`config.mk`:
```
export PLATFORM = sky130hd
export DESIGN_NAME = time_adjust_ctrl
export DESIGN_NICKNAME = d
export VERILOG_FILES = /design/src/rtl/time_adjust_ctrl.sv
export SDC_FILE = /design/constraint.sdc
export NUM_CORES = 1
export LEC_CHECK = 0
export CAP_MARGIN = 20
export CORE_ASPECT_RATIO = 1.2
export CORE_UTILIZATION = 32
export CTS_BUF_LIST = sky130_fd_sc_hd__clkbuf_16
export DETAILED_ROUTE_END_ITERATION = 10
export HOLD_SLACK_MARGIN = 0.1
export PLACE_DENSITY_LB_ADDON = 0.1
export SLEW_MARGIN = 20
export SYNTH_ARGS = -nofsm -noshare
export SYNTH_HDL_FRONTEND = slang
export SYNTH_SLANG_ARGS = --single-unit
```
`constraint.sdc`:
```
create_clock -name clk -period 2.5 [get_ports clk]
set_input_delay 0.5 -clock clk [delete_from_list [all_inputs] [get_ports clk]]
set_output_delay 0.5 -clock clk [all_outputs]
set_load 0.1 [all_outputs]
```
`src/rtl/time_adjust_ctrl.sv`:
```
// Time-setting controller: shadows the running BCD time, lets the user step the
// minutes and hours fields, and strobes each edited value back into the clock counter.
module time_adjust_ctrl #(
    parameter int unsigned TIMEOUT_CYC = 60,
    parameter int unsigned TO_W        = 8
) (
    input  logic        clk,
    input  logic        rst,
    input  logic        btn_mode,
    input  logic        btn_up,
    input  logic        btn_down,
    input  logic [21:0] count,
    output logic        en,
    output logic [1:0]  en_Time,
    output logic        load,
    output logic [21:0] load_count
);

    typedef enum logic [1:0] {StIdle, StAdjMin, StAdjHr} state_e;

    localparam logic [TO_W-1:0] TimeoutVal = TO_W'(TIMEOUT_CYC);

    state_e            state_q, state_d;
    logic [21:0]       shadow_q, shadow_d;
    logic [TO_W-1:0]   inact_q, inact_d;
    logic              load_q, load_d;
    logic              en_q, en_d;
    logic [1:0]        en_time_q, en_time_d;
    logic              step;

    // Illegal BCD in any field collapses to 00 on either direction.
    function automatic logic [7:0] min_inc(input logic [7:0] m);
        logic [3:0] t, o;
        t = m[7:4];
        o = m[3:0];
        if (t > 4'd5 || o > 4'd9) return 8'h00;
        if (o == 4'd9) return (t == 4'd5) ? 8'h00 : {t + 4'd1, 4'd0};
        return {t, o + 4'd1};
    endfunction

    function automatic logic [7:0] min_dec(input logic [7:0] m);
        logic [3:0] t, o;
        t = m[7:4];
        o = m[3:0];
        if (t > 4'd5 || o > 4'd9) return 8'h00;
        if (m == 8'h00) return 8'h59;
        if (o == 4'd0) return {t - 4'd1, 4'd9};
        return {t, o - 4'd1};
    endfunction

    function automatic logic hr_legal(input logic [5:0] h);
        return (h[3:0] <= 4'd9) &&
               ((h[5:4] < 2'd2) || (h[5:4] == 2'd2 && h[3:0] <= 4'd3));
    endfunction

    function automatic logic [5:0] hr_inc(input logic [5:0] h);
        if (!hr_legal(h)) return 6'h00;
        if (h == 6'h23) return 6'h00;
        if (h[3:0] == 4'd9) return {h[5:4] + 2'd1, 4'd0};
        return {h[5:4], h[3:0] + 4'd1};
    endfunction

    function automatic logic [5:0] hr_dec(input logic [5:0] h);
        if (!hr_legal(h)) return 6'h00;
        if (h == 6'h00) return 6'h23;
        if (h[3:0] == 4'd0) return {h[5:4] - 2'd1, 4'd9};
        return {h[5:4], h[3:0] - 4'd1};
    endfunction

    assign step = btn_up ^ btn_down;

    always_comb begin
        state_d  = state_q;
        shadow_d = shadow_q;
        inact_d  = inact_q;
        load_d   = 1'b0;
        unique case (state_q)
            StIdle: begin
                inact_d = '0;
                if (btn_mode) begin
                    shadow_d = {count[21:8], 8'h00};
                    state_d  = StAdjMin;
                end
            end
            StAdjMin, StAdjHr: begin
                // Timeout wins over any button arriving on the same cycle.
                if (inact_q == TimeoutVal) begin
                    state_d = StIdle;
                    inact_d = '0;
                end else if (btn_mode) begin
                    state_d = (state_q == StAdjMin) ? StAdjHr : StIdle;
                    inact_d = '0;
                end else if (step) begin
                    inact_d = '0;
                    load_d  = 1'b1;
                    if (state_q == StAdjMin) begin
                        shadow_d[15:8] = btn_up ? min_inc(shadow_q[15:8]) : min_dec(shadow_q[15:8]);
                    end else begin
                        shadow_d[21:16] = btn_up ? hr_inc(shadow_q[21:16]) : hr_dec(shadow_q[21:16]);
                    end
                end else begin
                    inact_d = inact_q + 1'b1;
                end
            end
            default: state_d = StIdle;
        endcase
    end

    // Outputs follow the next state so they are registered alongside it.
    always_comb begin
        en_d      = (state_d == StIdle);
        en_time_d = 2'b00;
        if (state_d == StAdjMin) en_time_d = 2'b01;
        if (state_d == StAdjHr)  en_time_d = 2'b10;
    end

    always_ff @(posedge clk) begin
        if (rst) begin
            state_q   <= StIdle;
            shadow_q  <= '0;
            inact_q   <= '0;
            load_q    <= 1'b0;
            en_q      <= 1'b1;
            en_time_q <= 2'b00;
        end else begin
            state_q   <= state_d;
            shadow_q  <= shadow_d;
            inact_q   <= inact_d;
            load_q    <= load_d;
            en_q      <= en_d;
            en_time_q <= en_time_d;
        end
    end

    assign en         = en_q;
    assign en_Time    = en_time_q;
    assign load       = load_q;
    assign load_count = shadow_q;

endmodule

```
==> results of run 1 <==
[power groups by stage]
stage	Combinational (mW)	Sequential (mW)	Clock (mW)
6_report	0.881	0.560	0.493
5_1_grt	0.949	0.572	0.530
4_1_cts	0.884	0.561	0.511
3_5_place_dp	0.880	0.571	0
3_3_place_gp	0.879	0.571	0
2_1_floorplan	0.473	0.781	0
[worst max path at each step]
stage / to / slack [ns] / depth (start not counted)
2_1_floorplan: load_count[21] / 0.02 / 7
3_3_place_gp: load_count[21] / 0.1 / 7
3_5_place_dp: load_count[20] / 0.08 / 7
4_1_cts: load_count[15] / 0.30 / 8
5_1_grt: load_count[15] / 0.17 / 8
6_report: load_count[15] / 0.31 / 8
[cell usage after synthesis, types with 4 or more instances]
cell type and instances:
and2_1 6, nand2_1 15, nand3_1 11, a21oi_1 11, o21ai_0 5, inv_1 18
xor2_1 6, xnor2_1 4, buf_4 8, nor2b_1 5, clkbuf_1 8, a311oi_1 6
ha_1 15, nor3_1 7, dfxtp_1 28, nand2b_1 8, nand4b_1 4, or2_2 4
a211oi_1 7, buf_2 6, nor2_1 36, mux2i_1 5
[kinds of logic after synthesis]
logic type | synth area share
muxes | 0.0320
DFF | 0.247
buffers and inverters | 0.0949
AOI/OAI and AO/OA | 0.227
adders and majority gates | 0.0828
other | 0.00165
and+or+nand+nor | 0.269
xor gates and xnor gates | 0.0458
[routing by layer]
layer,GRT usage,routed length (microns)
met5,0,0
met1,0.219,2820
met4,0.0697,108
met3,0.0223,158
met2,0.254,2580
[layout by cell type (no fill, tap or decap), types with 2 or more instances in the layout]
cell type | Yosys | final
nor3b_1 | 2 | 2
nor2b_1 | 5 | 5
nand3_1 | 11 | 11
a22oi_1 | 2 | 2
a21oi_2 | 2 | 2
dfxtp_1 | 28 | 26
o41ai_1 | 2 | 2
o32ai_1 | 3 | 3
clkbuf_16 | 0 | 3
buf_12 | 0 | 2
xor2_1 | 6 | 6
or2_2 | 4 | 4
and3_1 | 2 | 2
nand4b_1 | 4 | 4
a221oi_1 | 2 | 2
nor3_1 | 7 | 7
dfxtp_2 | 0 | 2
a311oi_1 | 6 | 6
o211ai_1 | 3 | 3
mux2i_1 | 5 | 5
conb_1 | 1 | 8
xnor2_1 | 4 | 4
or3b_2 | 3 | 3
a211o_1 | 3 | 3
a21oi_1 | 11 | 11
nor4_1 | 2 | 2
buf_4 | 8 | 28
nand2b_1 | 8 | 8
nand4_1 | 2 | 2
clkdlybuf4s50_1 | 0 | 18
a211oi_1 | 7 | 7
nand2_1 | 15 | 15
o21ai_0 | 5 | 5
inv_1 | 18 | 18
ha_1 | 15 | 15
nor2_1 | 36 | 36
and2_1 | 6 | 6
[layout make-up]
type | instances | area, sq um | share of cell area
timing repair buffer | 48 | 430 | 0.154
clock inverter | 1 | 30.0 | 0.0108
multi-input combinational | 219 | 1520 | 0.543
clock buffer | 3 | 75.1 | 0.0269
tap | 87 | 109 | 0.0390
sequential | 28 | 563 | 0.202
inverter | 18 | 67.6 | 0.0242
[critical path: stages, from the launching register on]
cell,delay (ns)
dfxtp_2,0.40
inv_1,0.09
ha_1,0.30
or3b_2,0.51
nand4b_2,0.14
buf_4,0.15
nor2_1,0.05
o41ai_1,0.31
a211oi_1,0.12
[stage by stage]
stage / instances / total power [mW] / area [sq um]
2_1_floorplan: 290 / 1.25 / 2300
3_3_place_gp: 400 / 1.45 / 2690
3_5_place_dp: 400 / 1.45 / 2690
4_1_cts: 404 / 1.96 / 2790
5_1_grt: 404 / 2.05 / 2790
6_report: 404 / 1.93 / 2790
[flip-flops by register name, indices dropped and copies added, names as in the netlist]
register / flops
en_Time: 2
state_q: 2
load_count: 14
load: 1
inact_q: 8
en: 1
==> out/qor.yml, run 1 <==
start_util: 0.331
avgSynthCellArea_sq_um: 8.01
power_switching_uw: 840
max_slew_margin: 0.662
synth_cell_types: 65
finalHoldViolations: 0
p_clk_frac: 0.255
path_max_fanout: 7
cp-startpoint: "load_count[12]"
fin_crit_sh: 0.877
pre_cts_ws_ns: 0.0787
seqPwrFrac: 0.289
min_path_type: "flop to flop"
cts_htree_levels: 1
layout.nets: 360
switching_share: 0.434
cts_resized: 0
grt.overflow.total: 0
comb_power_share: 0.456
fin_crit_ns: 2.19
place_hpwl_mm: 4.11
die_h_microns: 94.2
rsz0062_at_grt: "false"
postSynthCellCount: 283
cp-start-kind: "flop"
synth_top_area_frac: 0.247
p_int_mw: 1.09
grt_usage: 0.162
clk_latency_ns: 0.27
worst_r2r_path_depth: 8
die_w_microns: 78.8
vias_per_cell: 5.16
die_area_sq_mm: 0.00743
cts-hold-fix-buffers: 0
dr_total_vias: 2084
numCtsBuffers: 3
cp-end-kind: "flop"
yosys_warnings: 0
row_count: 33
synth_area_leader_cell: "dfxtp_1"
cts.sinks: 28
worst_r2r_endpoint: "load_count[15]"
post_cts_buffers: 0
skew_ns: 0.00401
ys_ff_latch: 28
drv_slew: 0
drive_above_1_share: 0.177
clk_path_buf_depth: 2
routedWlPerCell_microns: 14.0
finalWorstSetupSlack_ns: 0.306
ys_seq_area_frac: 0.247
whs_endpoint: "inact_q[7]"
dr.pass1.iters: 4
synth_edf_count: 0
grt_pass1_vias: 1936
tns_ns: 0
worstMarginPinSlew_ns: 0.507
worstPathArrival_ns: 2.34
grt_pass1_wl_mm: 9.38
antenna_cells: 0
min_from: "inact_q[7]"
cts-root-buf: "clkbuf_16"
hold_slack_ns: 0.531
r2r_start: "load_count[12]"
critPathRequiredTime_ns: 2.65
vdd_drop_max_mv: 0.312
core-area_sq_mm: 0.00685
ant_nets: 0
worstSetupPathType: "flop to flop"
drv_cap: 0
routed_wl_mm: 5.66
mappedNetlistArea_sq_mm: 0.00227
synth.area.top_cells: "dfxtp_1 (25%), ha_1 (8.3%), nor2_1 (6.0%)"
drt_iter0_markers: 94
r2r_slack_ns: 0.31
utilization: 0.407
status: "completed"
io-pin-count: 53
setup_viol: 0
gp_congestion: 0.773
grt_antenna_before_repair: 0
numPortBuffers: 36
power_leakage_nw: 1.12
grt_start_max_net_pins: 20
fmax_ghz: 0.456
fillerInstances: 737
powerDensity_mw_per_mm2: 693
synthArstFlopShare: 0
drc: 0
cts_tree: "done"
clk_pin_slew_ns: 0.07
synth_flop_cell: "dfxtp_1"
syn_to_final_growth_pct: 23.2
holdPathStages: 2
(Power assumes the default switching activity.)
==> run 2, diff against run 1 <==
Clock period 2.5 ns to 1.8 ns, I/O delays scaled along.
==> out/qor.yml, run 2 (synthesized netlist as in run 1, its figures left out) <==
dr_total_vias: 2343  # +12%
min_path_type: "flop to flop"
worstPathArrival_ns: 1.96  # -0.38 ns
grt_pass1_wl_mm: 10.7  # +14%
start_util: 0.331  # unchanged
numPortBuffers: 36  # unchanged
routedWlPerCell_microns: 14.4  # +2.7%
cp-end-kind: "flop"
worst_r2r_path_depth: 9  # +1
critPathRequiredTime_ns: 1.97  # -0.68 ns
die_h_microns: 94.2  # unchanged
r2r_slack_ns: 0.008  # -0.30 ns
path_depth: 9  # +1
vdd_drop_max_mv: 0.412  # +32%
path_cells: "inv_2 -> ha_4 -> or3b_4 -> o211ai_1 -> buf_4 -> nor2_4 -> o21bai_4 -> buf_6 -> nor2_2"
drive_above_1_share: 0.492  # +0.315
rsz0062_at_grt: "true"
cts.sinks: 28  # unchanged
stdcell_count: 459  # +14%
cts-hold-fix-buffers: 0  # unchanged
slowest_stage: "or3b_4"
cp-start-kind: "flop"
grt.overflow.total: 0  # unchanged
vias_per_cell: 5.10  # -1.0%
grt_antenna_before_repair: 0  # unchanged
fillerInstances: 648  # -12%
pre_cts_ws_ns: -0.508  # -0.587 ns
cp-endpoint: "inact_q[2]"
ant_nets: 0  # unchanged
path_buf_inv: 3  # +1
path_delay_family: "simple AND/OR/NAND/NOR gates"
grt_start_max_net_pins: 17  # -15%
drv_slew: 0  # unchanged
cts_htree_levels: 1  # unchanged
row_count: 33  # unchanged
cts_tree: "done"
grt_pass1_vias: 2239  # +16%
finalPower_mw: 3.25  # +68%
skew_ns: 0.00316  # -0.000843 ns
antenna_cells: 0  # unchanged
clk_latency_ns: 0.27  # about the same
worst_path_largest_cell_delay_ns: 0.40  # -0.11 ns
drc: 0  # unchanged
clk_path_buf_depth: 2  # unchanged
worstSetupPathType: "flop to flop"
clk_pin_slew_ns: 0.08  # about the same
fmax_ghz: 0.558  # +22%
finalHoldViolations: 0  # unchanged
dr.pass1.iters: 5  # +1
numCtsBuffers: 3  # unchanged
path_max_fanout: 5  # -2
finalWorstSetupSlack_ns: 0.00829  # -0.298 ns
fin_crit_ns: 1.79  # -0.402 ns
status: "completed"
die_w_microns: 78.8  # unchanged
layout_common_cells: "buf_4 (55), nor2_1 (27), buf_12 (18)"
final_common_cell: "buf_4"
drt_iter0_markers: 94  # unchanged
power_leakage_nw: 1.52  # +36%
cts-root-buf: "clkbuf_16"
cp-startpoint: "inact_q[0]"
routed_wl_mm: 6.61  # +17%
syn_to_final_growth_pct: 70.1
io-pin-count: 53  # unchanged
powerDensity_mw_per_mm2: 842  # +22%
grt_usage: 0.181  # +0.0194
largest_reg_flops: 14  # unchanged
setup_viol: 0  # unchanged
fin_crit_sh: 0.995  # +0.118
place_inst: 443  # +11%
core-area_sq_mm: 0.00685  # unchanged
drv_cap: 0  # unchanged
die_area_sq_mm: 0.00743  # unchanged
place_hpwl_mm: 4.64  # +13%
worst_r2r_endpoint: "inact_q[2]"
r2r_start: "inact_q[0]"
gp_congestion: 0.803  # +3.9%
layout.nets: 415  # +15%
==> run 2: how the worst min path moves through the flow <==
stage,startpoint,end,slack [ns],depth (start not counted)
floorplan,inact_q[7],inact_q[7],0.48,2
global placement,load_count[20],load_count[20],0.50,2
detailed placement,load_count[20],load_count[20],0.50,2
CTS,load_count[20],load_count[20],0.52,2
global route,load_count[20],load_count[20],0.53,2
finish,load_count[20],load_count[20],0.51,2
==> run 2: metrics by stage <==
stage / area [sq um] / utilization / TNS [ns] / hold WS (ns)
after CTS: 3590 / 0.524 / 0 / 0.517
after global placement: 3320 / 0.484 / -5.69 / 0.500
after floorplan: 2410 / - / -0.532 / 0.477
final: 3860 / 0.563 / 0 / 0.513
after detailed placement: 3320 / 0.484 / -5.84 / 0.500
after global routing: 3860 / 0.563 / -0.774 / 0.532
==> run 2: power by group <==
group          total, mW  internal (mW)  switching (mW)  leakage [nW]
logic               1.82          0.799            1.02          1.24
registers          0.794          0.685           0.109         0.240
clock network      0.636          0.388           0.248        0.0493
==> run 2: timing repair <==
item / in CTS / in global routing
endpoints found under the setup margin: 24 / 21
pin swaps: 8 / 29
setup buffers: 6 / 6
cloned: 1 / 0
gates resized for setup: 26 / 56
==> run 2: per-layer routing <==
metal / global-route usage / routed length (microns) / vias to the layer above
li1: - / - / 1177
met1: 0.230 / 2990 / 1131
met2: 0.322 / 3410 / 29
met3: 0.0223 / 138 / 6
met4: 0.0424 / 66 / 0
met5: 0 / 0 / -
==> run 2: final cells by class <==
| cell class | count | area [sq um] | area share |
|---|---|---|---|
| Timing Repair Buffer | 103 | 1080 | 0.281 |
| Sequential cell | 28 | 613 | 0.159 |
| Clock buffer | 4 | 100 | 0.0260 |
| Multi-Input combinational cell | 219 | 1870 | 0.485 |
| Inverter | 18 | 80.1 | 0.0208 |
| Tap cell | 87 | 109 | 0.0282 |
==> run 2: worst register-to-register path, delay by kind of cell (launching register included) <==
kind                     cells  cell delay, ns
AND/OR/NAND/NOR              3            0.48
AO/OA/AOI/OAI                2            0.39
buffers and inverters        3            0.38
flip-flops                   1            0.33
adder cells (fa/ha/maj)      1            0.11
==> run 3, diff against run 2 <==
Settings changed: HOLD_SLACK_MARGIN 0.1 to default.
Clock period 1.8 ns to 1.9 ns, I/O delays scaled along.
==> out/qor.yml, run 3 (synthesized netlist as in run 1, its figures left out) <==
io-pin-count: 53  # unchanged
drc: 0  # unchanged
drt_iter0_markers: 46  # -51%
min_from: "load_count[20]"
clk_latency_ns: 0.27  # about the same
numPortBuffers: 36  # unchanged
path_buf_inv: 2  # -1
cts-hold-fix-buffers: 0  # unchanged
fin_crit_ns: 1.85  # +0.0619 ns
cp-startpoint: "load_count[13]"
start_util: 0.331  # unchanged
critPathRequiredTime_ns: 2.04  # +0.07 ns
r2r_slack_ns: 0.05  # +0.04 ns
grt_start_max_net_pins: 17  # unchanged
grt.overflow.total: 0  # unchanged
row_count: 33  # unchanged
clk_pin_slew_ns: 0.07  # about the same
dr.pass1.iters: 4  # -1
final_common_cell: "buf_4"
grt_usage: 0.161  # -0.0204
dr_total_vias: 2201  # -6.1%
cts-root-buf: "clkbuf_16"
powerDensity_mw_per_mm2: 832  # -1.2%
die_area_sq_mm: 0.00743  # unchanged
worstSetupPathType: "flop to flop"
clk_path_buf_depth: 2  # unchanged
grt_pass1_vias: 2113  # -5.6%
ant_nets: 0  # unchanged
gp_congestion: 0.820  # +2.2%
setup_viol: 0  # unchanged
fin_crit_sh: 0.976  # -0.0198
die_h_microns: 94.2  # unchanged
cts_tree: "done"
routedWlPerCell_microns: 12.9  # -10%
cts_htree_levels: 1  # unchanged
numCtsBuffers: 3  # unchanged
finalHoldViolations: 0  # unchanged
wl_met3_microns: 173  # +25%
place_hpwl_mm: 4.33  # -6.6%
utilization: 0.488  # -0.0745
grt_pass1_wl_mm: 9.63  # -10%
die_w_microns: 78.8  # unchanged
min_path_type: "flop to flop"
tns_ns: 0  # unchanged
cts.sinks: 28  # unchanged
fmax_ghz: 0.539  # -3.3%
worstPathArrival_ns: 2.00  # +0.04 ns
slowest_stage: "or3b_4"
status: "completed"
highest-signal-layer: "met4"
path_max_fanout: 4  # -1
wirelength_met1_mm: 2.70  # -9.6%
skew_ns: 0.00319  # +0.0000290 ns
vdd_drop_max_mv: 0.341  # -17%
path_cells: "inv_4 -> ha_2 -> or3b_4 -> nand4b_4 -> buf_4 -> nor2_1 -> o41ai_1 -> a211oi_1"
r2r_start: "load_count[13]"
routed_wl_mm: 5.62  # -15%
drv_slew: 0  # unchanged
drv_cap: 0  # unchanged
power_leakage_nw: 1.35  # -11%
core-area_sq_mm: 0.00685  # unchanged
cp-start-kind: "flop"
vias_per_cell: 5.05  # -1.1%
worst_path_largest_cell_delay_ns: 0.43  # +0.03 ns
drive_above_1_share: 0.350  # -0.142
layout.nets: 392  # -5.5%
cp-end-kind: "flop"
grt_antenna_before_repair: 0  # unchanged
syn_to_final_growth_pct: 47.6
path_delay_family: "simple AND/OR/NAND/NOR gates"
wl_met2_mm: 2.68  # -21%
rsz0062_at_grt: "true"
antenna_cells: 0  # unchanged
largest_reg_flops: 14  # unchanged
layout_common_cells: "buf_4 (48), nor2_1 (36), clkdlybuf4s50_1 (16)"
run 3: power by group:
part / internal [mW] / leakage, nW / switching, mW / total [mW]
Clock: 0.367 / 0.0493 / 0.222 / 0.589
Combinational: 0.595 / 1.06 / 0.853 / 1.45
Sequential: 0.648 / 0.238 / 0.0976 / 0.746
run 3: layout make-up:
| cell class | count | area, sq um |
|---|---|---|
| fillers | 716 | 3510 |
| multi-input cells | 219 | 1640 |
| repair buffers | 80 | 822 |
| flip-flops and latches | 28 | 603 |
| well taps | 87 | 109 |
| clock buffers | 4 | 100 |
| inverters | 18 | 75.1 |
run 3: routing by layer:
layer / track usage / vias to the layer above
met2: 0.285 / 31
met4: 0.0379 / 0
met1: 0.206 / 1034
met3: 0.0184 / 6
met5: 0 / -
li1: - / 1130
run 3: repair_timing:
| item | in CTS | in global routing |
|---|---|---|
| cloned | 0 | 0 |
| setup buffers | 0 | 1 |
| pin swaps | 1 | 5 |
| endpoints found under the setup margin | 12 | 14 |
| endpoints found under the hold margin | 0 | 0 |
| resized for setup | 4 | 14 |
run 3: path summary, 6_finish.rpt:
path                            cells after the start        endpoint
worst max register to register                      8  load_count[15]
worst min-delay path                                2  load_count[20]
worst min register to register                      2  load_count[20]
worst max-delay path                                8  load_count[15]
run 3: worst register-to-register path, cell delays in order (launching register included):
cell      delay (ns)
dfxtp_4         0.36
inv_4           0.04
ha_2            0.19
or3b_4          0.43
nand4b_4        0.12
buf_4           0.14
nor2_1          0.04
o41ai_1         0.29
a211oi_1        0.11
run 3: per-stage QoR:
step           hold slack [ns]  instances  setup slack (ns)  cell area [sq um]  total power, mW
6_report                 0.514        436            0.0464               3350             2.78
5_1_grt                  0.532        436           -0.0384               3350             2.94
4_1_cts                  0.518        435            0.0398               3270             2.77
3_5_place_dp             0.505        431            -0.344               3160             2.16
3_3_place_gp             0.498        431            -0.348               3160             2.16
2_1_floorplan            0.477        290           -0.0249               2380             1.70
